## src/rtl/cci_mpf_shim_vtp_svc_arb_if.sv

```systemverilog
// VTP lookup types and the client/service bundle seen by the service arbiter.
package cci_mpf_shim_vtp_svc_arb_pkg;
    localparam int CCI_MPF_SHIM_VTP_MAX_SVC_REQS = 16;
    localparam int VTP_TAG_W = 4;
    localparam int VTP_VA_W  = 36;
    localparam int VTP_PA_W  = 36;

    typedef struct packed {
        logic [VTP_VA_W-1:0]  pageVA;
        logic [VTP_TAG_W-1:0] tag;
    } t_cci_mpf_shim_vtp_lookup_req;

    typedef struct packed {
        logic [VTP_PA_W-1:0]  pagePA;
        logic [VTP_TAG_W-1:0] tag;
        logic                 isBigPage;
    } t_cci_mpf_shim_vtp_lookup_rsp;
endpackage

interface cci_mpf_shim_vtp_svc_arb_if #(
    parameter int N_CLIENTS = 2
);
    import cci_mpf_shim_vtp_svc_arb_pkg::*;

    logic [N_CLIENTS-1:0]         c_lookupEn;
    t_cci_mpf_shim_vtp_lookup_req c_lookupReq [N_CLIENTS];
    logic [N_CLIENTS-1:0]         c_lookupRdy;
    logic [N_CLIENTS-1:0]         c_lookupRspValid;
    t_cci_mpf_shim_vtp_lookup_rsp c_lookupRsp [N_CLIENTS];
    logic [N_CLIENTS-1:0]         c_invalComplete;

    logic                         s_lookupEn;
    t_cci_mpf_shim_vtp_lookup_req s_lookupReq;
    logic                         s_lookupRdy;
    logic                         s_lookupRspValid;
    t_cci_mpf_shim_vtp_lookup_rsp s_lookupRsp;
    logic                         s_invalComplete;
    logic                         errBadRsp;

    // Arbiter side
    modport slave (
        input  c_lookupEn, c_lookupReq, c_invalComplete,
               s_lookupRdy, s_lookupRspValid, s_lookupRsp,
        output c_lookupRdy, c_lookupRspValid, c_lookupRsp,
               s_lookupEn, s_lookupReq, s_invalComplete, errBadRsp
    );

    // Clients plus service (environment side)
    modport master (
        output c_lookupEn, c_lookupReq, c_invalComplete,
               s_lookupRdy, s_lookupRspValid, s_lookupRsp,
        input  c_lookupRdy, c_lookupRspValid, c_lookupRsp,
               s_lookupEn, s_lookupReq, s_invalComplete, errBadRsp
    );
endinterface

```

## src/rtl/cci_mpf_shim_vtp_svc_arb.sv

```systemverilog
// Shares one VTP translation service among N_CLIENTS shims: per-client 2-deep
// request buffers, round-robin issue, service tag pool, out-of-order return.
// The interface instance must be built with the same N_CLIENTS.
module cci_mpf_shim_vtp_svc_arb
    import cci_mpf_shim_vtp_svc_arb_pkg::*;
#(
    parameter int N_CLIENTS = 2,
    parameter int N_TAGS    = CCI_MPF_SHIM_VTP_MAX_SVC_REQS
) (
    input  logic                          clk,
    input  logic                          reset_n,
    cci_mpf_shim_vtp_svc_arb_if.slave     vtp
);
    localparam int CW = $clog2(N_CLIENTS);

    t_cci_mpf_shim_vtp_lookup_req r_fifo [N_CLIENTS][2];
    logic [N_CLIENTS-1:0]         r_wr_ptr;
    logic [N_CLIENTS-1:0]         r_rd_ptr;
    logic [1:0]                   r_cnt [N_CLIENTS];
    logic [CW-1:0]                r_rr_ptr;

    logic [N_TAGS-1:0]            r_tag_valid;
    logic [CW-1:0]                r_tag_client [N_TAGS];
    logic [VTP_TAG_W-1:0]         r_tag_ctag [N_TAGS];

    logic [N_CLIENTS-1:0]         r_rsp_valid;
    t_cci_mpf_shim_vtp_lookup_rsp r_rsp;
    logic                         r_inval;
    logic                         r_err;

    logic [N_CLIENTS-1:0]         w_rdy;
    logic [N_CLIENTS-1:0]         w_nonempty;
    logic [N_CLIENTS-1:0]         w_enq;
    logic [N_CLIENTS-1:0]         w_deq;
    logic                         w_full;
    logic [VTP_TAG_W-1:0]         w_free_tag;
    logic [CW-1:0]                w_grant;
    logic                         w_any;
    logic                         w_issue;
    t_cci_mpf_shim_vtp_lookup_req w_head;
    logic [VTP_TAG_W-1:0]         w_rsp_tag;
    logic                         w_rsp_hit;
    logic                         w_rsp_bad;

    // Buffer status decoded from registered counts only
    always_comb begin
        for (int i = 0; i < N_CLIENTS; i++) begin
            w_rdy[i]      = (r_cnt[i] != 2'd2);
            w_nonempty[i] = (r_cnt[i] != 2'd0);
        end
    end

    // Lowest-index unallocated service tag; descending scan so index 0 wins
    always_comb begin
        w_full     = 1'b1;
        w_free_tag = '0;
        for (int t = N_TAGS - 1; t >= 0; t--) begin
            if (!r_tag_valid[t]) begin
                w_full     = 1'b0;
                w_free_tag = VTP_TAG_W'(t);
            end
        end
    end

    // Round-robin grant: first non-empty client strictly after r_rr_ptr
    always_comb begin
        w_grant = r_rr_ptr;
        w_any   = 1'b0;
        for (int k = N_CLIENTS; k >= 1; k--) begin
            if (w_nonempty[CW'((int'(r_rr_ptr) + k) % N_CLIENTS)]) begin
                w_grant = CW'((int'(r_rr_ptr) + k) % N_CLIENTS);
                w_any   = 1'b1;
            end
        end
    end

    // Issue decision, dequeue/enqueue strobes and response classification
    always_comb begin
        w_issue   = vtp.s_lookupRdy & ~w_full & w_any;
        w_head    = r_fifo[w_grant][r_rd_ptr[w_grant]];
        w_enq     = vtp.c_lookupEn & w_rdy;
        w_deq     = '0;
        for (int i = 0; i < N_CLIENTS; i++) begin
            w_deq[i] = w_issue & (w_grant == CW'(i));
        end
        w_rsp_tag = vtp.s_lookupRsp.tag;
        w_rsp_hit = vtp.s_lookupRspValid & (int'(w_rsp_tag) < N_TAGS) &
                    r_tag_valid[w_rsp_tag];
        w_rsp_bad = vtp.s_lookupRspValid & ~w_rsp_hit;
    end

    // FIFO pointers and counts
    always_ff @(posedge clk) begin
        if (!reset_n) begin
            r_wr_ptr <= '0;
            r_rd_ptr <= '0;
            for (int i = 0; i < N_CLIENTS; i++) r_cnt[i] <= 2'd0;
        end else begin
            for (int i = 0; i < N_CLIENTS; i++) begin
                if (w_enq[i]) r_wr_ptr[i] <= ~r_wr_ptr[i];
                if (w_deq[i]) r_rd_ptr[i] <= ~r_rd_ptr[i];
                r_cnt[i] <= r_cnt[i] + 2'(w_enq[i]) - 2'(w_deq[i]);
            end
        end
    end

    // FIFO storage (data only, no reset needed)
    always_ff @(posedge clk) begin
        for (int i = 0; i < N_CLIENTS; i++) begin
            if (w_enq[i]) r_fifo[i][r_wr_ptr[i]] <= vtp.c_lookupReq[i];
        end
    end

    // Tag valid bits and arbitration pointer; free and alloc never collide
    always_ff @(posedge clk) begin
        if (!reset_n) begin
            r_tag_valid <= '0;
            r_rr_ptr    <= CW'(N_CLIENTS - 1);
        end else begin
            if (w_rsp_hit) r_tag_valid[w_rsp_tag] <= 1'b0;
            if (w_issue) begin
                r_tag_valid[w_free_tag] <= 1'b1;
                r_rr_ptr                <= w_grant;
            end
        end
    end

    // Tag owner bookkeeping (data only)
    always_ff @(posedge clk) begin
        if (w_issue) begin
            r_tag_client[w_free_tag] <= w_grant;
            r_tag_ctag[w_free_tag]   <= w_head.tag;
        end
    end

    // Response strobe, inval merge and sticky error flag
    always_ff @(posedge clk) begin
        if (!reset_n) begin
            r_rsp_valid <= '0;
            r_inval     <= 1'b0;
            r_err       <= 1'b0;
        end else begin
            r_rsp_valid <= w_rsp_hit ? (N_CLIENTS'(1) << r_tag_client[w_rsp_tag]) : '0;
            r_inval     <= |vtp.c_invalComplete;
            r_err       <= r_err | w_rsp_bad;
        end
    end

    // Response payload with the client's original tag restored (data only)
    always_ff @(posedge clk) begin
        r_rsp.pagePA    <= vtp.s_lookupRsp.pagePA;
        r_rsp.tag       <= r_tag_ctag[w_rsp_tag];
        r_rsp.isBigPage <= vtp.s_lookupRsp.isBigPage;
    end

    // Output drive; payload is broadcast, only the strobe is per client
    always_comb begin
        vtp.c_lookupRdy      = w_rdy;
        vtp.c_lookupRspValid = r_rsp_valid;
        for (int i = 0; i < N_CLIENTS; i++) vtp.c_lookupRsp[i] = r_rsp;
        vtp.s_lookupEn         = w_issue;
        vtp.s_lookupReq.pageVA = w_head.pageVA;
        vtp.s_lookupReq.tag    = w_free_tag;
        vtp.s_invalComplete    = r_inval;
        vtp.errBadRsp          = r_err;
    end
endmodule
```

## src/flat_wrapper.sv

```systemverilog
// flat-port wrapper written by rule: the top's interface ports become plain ports
module cci_mpf_shim_vtp_svc_arb_flat import cci_mpf_shim_vtp_svc_arb_pkg::*;
#(
    parameter int N_CLIENTS = 2,
    parameter int N_TAGS    = CCI_MPF_SHIM_VTP_MAX_SVC_REQS
)
  (clk, reset_n, vtp_c_lookupEn, vtp_c_lookupReq, vtp_c_invalComplete, vtp_s_lookupRdy, vtp_s_lookupRspValid, vtp_s_lookupRsp, vtp_c_lookupRdy, vtp_c_lookupRspValid, vtp_c_lookupRsp, vtp_s_lookupEn, vtp_s_lookupReq, vtp_s_invalComplete, vtp_errBadRsp);
  cci_mpf_shim_vtp_svc_arb_if #(.N_CLIENTS(N_CLIENTS)) vtp_i ();
  input  logic clk;
  input  logic reset_n;
  input wire logic [$bits(vtp_i.c_lookupEn)-1:0] vtp_c_lookupEn;
  input wire logic [$bits(vtp_i.c_lookupReq)-1:0] vtp_c_lookupReq;
  input wire logic [$bits(vtp_i.c_invalComplete)-1:0] vtp_c_invalComplete;
  input wire logic [$bits(vtp_i.s_lookupRdy)-1:0] vtp_s_lookupRdy;
  input wire logic [$bits(vtp_i.s_lookupRspValid)-1:0] vtp_s_lookupRspValid;
  input wire logic [$bits(vtp_i.s_lookupRsp)-1:0] vtp_s_lookupRsp;
  output wire logic [$bits(vtp_i.c_lookupRdy)-1:0] vtp_c_lookupRdy;
  output wire logic [$bits(vtp_i.c_lookupRspValid)-1:0] vtp_c_lookupRspValid;
  output wire logic [$bits(vtp_i.c_lookupRsp)-1:0] vtp_c_lookupRsp;
  output wire logic [$bits(vtp_i.s_lookupEn)-1:0] vtp_s_lookupEn;
  output wire logic [$bits(vtp_i.s_lookupReq)-1:0] vtp_s_lookupReq;
  output wire logic [$bits(vtp_i.s_invalComplete)-1:0] vtp_s_invalComplete;
  output wire logic [$bits(vtp_i.errBadRsp)-1:0] vtp_errBadRsp;
  assign vtp_i.c_lookupEn = vtp_c_lookupEn;
  assign vtp_i.c_lookupReq = {>>{vtp_c_lookupReq}};
  assign vtp_i.c_invalComplete = vtp_c_invalComplete;
  assign vtp_i.s_lookupRdy = vtp_s_lookupRdy;
  assign vtp_i.s_lookupRspValid = vtp_s_lookupRspValid;
  assign vtp_i.s_lookupRsp = vtp_s_lookupRsp;
  assign vtp_c_lookupRdy = vtp_i.c_lookupRdy;
  assign vtp_c_lookupRspValid = vtp_i.c_lookupRspValid;
  assign vtp_c_lookupRsp = {>>{vtp_i.c_lookupRsp}};
  assign vtp_s_lookupEn = vtp_i.s_lookupEn;
  assign vtp_s_lookupReq = vtp_i.s_lookupReq;
  assign vtp_s_invalComplete = vtp_i.s_invalComplete;
  assign vtp_errBadRsp = vtp_i.errBadRsp;
  cci_mpf_shim_vtp_svc_arb #(.N_CLIENTS(N_CLIENTS), .N_TAGS(N_TAGS)) u_core (.clk(clk), .reset_n(reset_n), .vtp(vtp_i));
endmodule
```

## config.mk

```make
export PLATFORM = sky130hd
export DESIGN_NAME = cci_mpf_shim_vtp_svc_arb_flat
export DESIGN_NICKNAME = d
export VERILOG_FILES = /design/src/rtl/cci_mpf_shim_vtp_svc_arb_if.sv /design/src/rtl/cci_mpf_shim_vtp_svc_arb.sv /design/src/flat_wrapper.sv
export SDC_FILE = /design/constraint.sdc
export NUM_CORES = 1
export LEC_CHECK = 0
export CAP_MARGIN = 25
export CORE_UTILIZATION = 51
export DETAILED_ROUTE_END_ITERATION = 6
export PLACE_DENSITY = 0.8
export SLEW_MARGIN = 0
export SYNTH_ARGS = -nofsm -noshare
export SYNTH_HDL_FRONTEND = slang
export SYNTH_SLANG_ARGS = --single-unit
```

## constraint.sdc

```tcl
create_clock -name clk -period 3.4 [get_ports clk]
set_input_delay 0.68 -clock clk [delete_from_list [all_inputs] [get_ports clk]]
set_output_delay 0.68 -clock clk [all_outputs]
set_load 0.05 [all_outputs]
```

Word-level counts from Yosys, hierarchy flattened
Memories as Yosys holds them, arrays and structs flattened. A register that Yosys moved wholly into a read port is not among the register bits. Cells that the tools add are included.

Register bits after elaboration: 62. Memory bits (writable): 244. Input bits: 129. Logic and storage cells: 134. Memories: 4.

Memory list: u_core.r_fifo (depth 2, bits a word 80, read ports 1, clocked after Yosys merged registers in 0, wr ports 2, line cci_mpf_shim_vtp_svc_arb.sv:16) `t_cci_mpf_shim_vtp_lookup_req r_fifo [N_CLIENTS][2];`; u_core.r_tag_ctag (depth 16, bits a word 4, read ports 1, clocked after Yosys merged registers in 1, wr ports 1, line cci_mpf_shim_vtp_svc_arb.sv:24) `logic [VTP_TAG_W-1:0] r_tag_ctag [N_TAGS];`; u_core.r_tag_client (depth 16, bits a word 1, read ports 1, clocked after Yosys merged registers in 0, wr ports 1, line cci_mpf_shim_vtp_svc_arb.sv:23) `logic [CW-1:0] r_tag_client [N_TAGS];`; u_core.r_cnt (depth 2, bits a word 2, read ports 2, clocked after Yosys merged registers in 0, wr ports 2, line cci_mpf_shim_vtp_svc_arb.sv:19) `logic [1:0] r_cnt [N_CLIENTS];`.

Add/sub/neg operators: 6. Order comparisons: 12. Equality and inequality tests: 2. Shift operators: 1. Multiplexer cells: 68. Bitwise logic cells: 23. Reduce and logical (&&, ||, !) cells: 7.

Operators with widths (count): two-way mux 40 bit (5); two-way mux 80 bit (2); demux 40 bit (select 1 bit) (2); two-way mux 4 bit (16); two-way mux 16 bit (3); two-way mux 1 bit (35); bitwise AND 16 bit (1); inverter 16 bit (1); OR 16 bit (1); less-than comparator 4 x 5 -> 1 bit (second input constant) (2); demux 1 bit (select 4 bit) (2); greater-or-equal comparator 4 x 1 -> 1 bit (second input constant) (2); inverter 1 bit (7); bitwise AND 1 bit (6); greater-or-equal comparator 2 bit (second input constant) (3); less-than comparator 1 x 3 -> 1 bit (second input constant) (2); inverter 1 -> 2 bit (3); adder 2 x 1 -> 2 bit (2); binary-select mux 1 bit (select 4 bit) (1); logical AND 1 bit (4); less-than comparator 2 x 1 -> 1 bit (second input constant) (2); two-way mux 2 bit (2); != test 2 bit (second input constant) (2); subtractor 2 x 1 -> 2 bit (2); other kinds (8) (11).

Depth between registers and ports, before layout
Depth after elaboration: 22. Depth in mapped cells: 10. Mapped depth without buffers: 9.

Worst setup path before layout
Ideal clock, no wire load.

Path kind: register -> register. From: mem u_core.r_cnt[0][0]. To: mem u_core.r_fifo[0][40] (netlist bit), enable pin. Library setup time: 437 ps. Data arrival time: 2643 ps. Path slack: 320 ps. Stages on the path, launching flop included: 5. Clock period less this slack: 3080 ps. Cell sequence: dfxtp_1 > inv_1 > nand2_1 > nand2_1 > nor2_1.

RTL lines (line): start, declared (cci_mpf_shim_vtp_svc_arb.sv:19); end, declared (cci_mpf_shim_vtp_svc_arb.sv:16).

Final worst setup path
From: reg u_core.r_tag_valid[5]. To: out vtp_s_lookupReq[3].

Cells in the longest elaborated chain, start to end: 6.

RTL lines: start, declared (line cci_mpf_shim_vtp_svc_arb.sv:22) `logic [N_TAGS-1:0] r_tag_valid;`; start signal, assigned (line cci_mpf_shim_vtp_svc_arb.sv:117) `r_tag_valid <= '0;`; start signal, assigned by index (line cci_mpf_shim_vtp_svc_arb.sv:120) `if (w_rsp_hit) r_tag_valid[w_rsp_tag] <= 1'b0;`; start signal, assigned by index (line cci_mpf_shim_vtp_svc_arb.sv:122) `r_tag_valid[w_free_tag] <= 1'b1;`; two-way mux 4 bit (6 in a row) (line cci_mpf_shim_vtp_svc_arb.sv:58) `if (!r_tag_valid[t]) begin`; end, declared (line flat_wrapper.sv:21) `output wire logic [$bits(vtp_i.s_lookupReq)-1:0] vtp_s_lookupReq;`.

No other way between the ends.

==> results.md <==
- Synth Net Count: about 900
- First-pass GRT wire length: ~40000 µm
- WP data arrival: about 2600 ps
- Residual DRC: 0
- CP top delay family: buffers and inverters
- GR Util met1: a little over a quarter
- Pwr dens: ~900 nW/µm²
- GR Util met2: 37.5%
- Placed instance area: roughly 15000 µm²
- Total track usage: a little over a fifth
- N_diodes: 0
- Status: finished, final reports clean
- Avg Inst Size Synth: roughly 16 µm²
- Reg clk slew, reported paths: about 60 ps
- Met3 Track Usage GR: between 6 and 7%
- DR vias: around 7000
- Peak VDD IR: ~860 µV
- Layout area overhead: 31.1%
- Prevailing post-synth register cell: edfxtp_1
- TritonCTS Buffers: 31
- Post-synth EDFFs: 240
- CTS Hold Bufs: 0
- Period utilization: between 90 and 100%
- Max-slew headroom at the worst pin: roughly 50%
- Final Cell Area: between 15000 and 20000 µm²
- Crit path cell chain: nand4_1 -> a211oi_1 -> clkdlybuf4s50_1
- Final wirelength: about 27000 µm
- Critical path buffer and inverter count: 1
- TritonCTS clock tree: yes
- Hold Violations, Final: 0
- Synth Instances: 783
- Die H: around 160 µm
- Commonest cells in the netlist: 240 x edfxtp_1, 77 x buf_4, 70 x dfxtp_1
- Core Area: 23500 µm²
- Vias per Instance: 5.38
- YS warnings: 0
- GP Congestion: a little over 0.9
- Sequential fraction of the synthesis area: a little over two thirds
- Max clock buf depth: 3
- Worst Setup End Kind: primary output
- Clock network latency to the later pin of the worst-skew pair: around 550 ps
- Fin nets: 1122
- Post-synth top area cell: edfxtp_1
- FF+latch count, synth: 310
- Antenna Violating Nets Remaining: 0
- Worst-Margin Slew: between 700 and 800 ps
- CTS sink count: 310
- Worst Skew: between 9 and 10 ps
- Initial DRC Count: 355
- Slowest CP cell: clkdlybuf4s50_1
- Die Width: around 160 µm
- Share of layout cells above drive strength 1: between 10% and 20%
- Mapped Area: approximately 12000 µm²
- Worst Hold Class: reg -> reg
- Pwr Total: 0.0140 W
- Flop2flop setup slack: roughly 1100 ps
- CP required: about 2700 ps
- Netlist cell types: between 50 and 60
- Setup Crit Path Kind: reg -> out
- Core Rows: 56
- Input/output buffers: ~260
- 1st-pass router iterations: 7
- RSZ-0062 raised after global routing: false
- Final Slew Violations: 0
- Busiest grt layer: met2
- H-tree Lvls: 1
- Clock root buffer: clkbuf_16
- Setup Buffers After CTS: 0
- IO Pins: between 200 and 300
- Yosys top cell area share: between 50% and 60%
- P_leak: between 5 and 6 nW
- Setup TNS Final: 0 ps
- Most frequent cell after synthesis: edfxtp_1
- Area contributors post-synth: edfxtp_1 59%, dfxtp_1 11%, mux4_2 5.2%
- Crit-path max FO: 7
- Post-CTS Resized: 0
- Gr ovfl total: 0
- Max incr delay on CP: 870 ps
- Period minus WS final: 3250 ps
- Initial antenna violation count: 2
- Pin count of the biggest net entering global routing: 75
- Max Cap Viol: 0
- Initial Util: 52.0%
- Fraction of registers with async set/reset: 0%
- FMAX: about 0.3 GHz
- Hpwl dp: about 17000 µm
- Die Footprint: between 20000 and 25000 µm²
- Avg WL per Cell: roughly 20 µm
- FILL cells: between 1500 and 2000
- Crit path launch type: flip-flop
- Number of global-route vias before repair: between 7000 and 8000
- # setup viols final: 0
==> cells in the final DEF, fill, tap and decap left out, types with 5 or more instances in the layout <==
cell,instances
dfxtp_1,68
buf_12,27
clkbuf_1,9
nand3_1,8
nand2b_1,6
a21oi_1,45
nand2_1,18
clkbuf_16,34
nor2b_1,43
dlymetal6s2s_1,6
nor2_1,21
nor3_1,15
buf_4,37
inv_1,9
o21ai_0,10
a211oi_1,41
o22ai_1,6
clkdlybuf4s50_1,218
mux4_2,28
edfxtp_1,240
clkinv_2,5
nand4_1,5
mux2i_1,42
==> flip-flops by register name, indices dropped and copies added (netlist names) <==
register and count:
u_core.vtp.s_invalComplete 1, u_core.r_tag_valid 16, u_core.r_cnt 4, u_core.vtp.c_lookupRsp 41, u_core.vtp.c_lookupRspValid 2, u_core.r_wr_ptr 2, u_core.r_rd_ptr 2, u_core.r_tag_ctag 64
u_core.r_tag_client 16, u_core.vtp.errBadRsp 1, u_core.r_rr_ptr 1, u_core.r_fifo 160
==> metal layers <==
metal / wire length, µm / share of wire (%) / vias up
li1: - / - / 3327
met4: 529 / 2.0 / 0
met3: 2300 / 8.7 / 41
met2: 13500 / 51 / 298
met5: 0 / 0 / -
met1: 10200 / 38 / 3506
==> stage by stage <==
| step | worst slack (ps) | instances | util (%) | hold slack (ps) |
|---|---|---|---|---|
| 2_1_floorplan | 320 | 783 | - | 484 |
| 3_3_place_gp | 549 | 1275 | 63.7 | 450 |
| 3_5_place_dp | 491 | 1275 | 63.7 | 469 |
| 4_1_cts | 15.4 | 1333 | 68.1 | 485 |
| 5_1_grt | 15.8 | 1333 | 68.2 | 534 |
| 6_report | 154 | 1333 | 68.2 | 476 |
==> report_power, final <==
group / internal, W / switching, W / total (W)
Clock: 0.00198 / 0.00139 / 0.00337
Combinational: 0.00208 / 0.00360 / 0.00569
Sequential: 0.00480 / 0.000134 / 0.00494
Total: 0.00887 / 0.00512 / 0.0140
==> worst paths after layout <==
path | start | to | cells after the start
worst max-delay path | u_core.r_tag_valid[5] | vtp_s_lookupReq[3] | 3
worst min-delay path | u_core.vtp.errBadRsp | u_core.vtp.errBadRsp | 2
worst max register to register | u_core.r_tag_valid[2] | u_core.r_cnt[0][3] | 9
worst min register to register | u_core.vtp.errBadRsp | u_core.vtp.errBadRsp | 2
==> layout make-up <==
| cell class | count | area (µm²) | area share [%] |
|---|---|---|---|
| Sequential cell | 310 | 8610 | 53.8 |
| Timing Repair Buffer | 289 | 3090 | 19.3 |
| Multi-Input combinational cell | 346 | 2820 | 17.6 |
| Clock buffer | 47 | 940 | 5.87 |
| Tap cell | 319 | 399 | 2.50 |
| Clock inverter | 11 | 95.1 | 0.594 |
| Inverter | 11 | 46.3 | 0.289 |
==> logic make-up after synthesis <==
family / count (synthesis) / synth area share (%)
AOI/OAI and AO/OA: 123 / 6.75
xor gates and xnor gates: 9 / 0.646
adders and majority gates: 4 / 0.410
buffers and inverters: 127 / 6.58
DFF: 310 / 70.5
muxes: 72 / 8.92
and+or+nand+nor: 138 / 6.17
==> worst reg2reg max path, cell delays in order (launching register included) <==
cell and delay (ps):
dfxtp_1 530, and4_1 300, a41oi_1 220, and2b_1 250, ha_1 290, inv_1 60
ha_1 140, xor2_1 180, xnor2_1 140, nor2_1 50
Note: power is estimated with default switching activity, not from simulation.
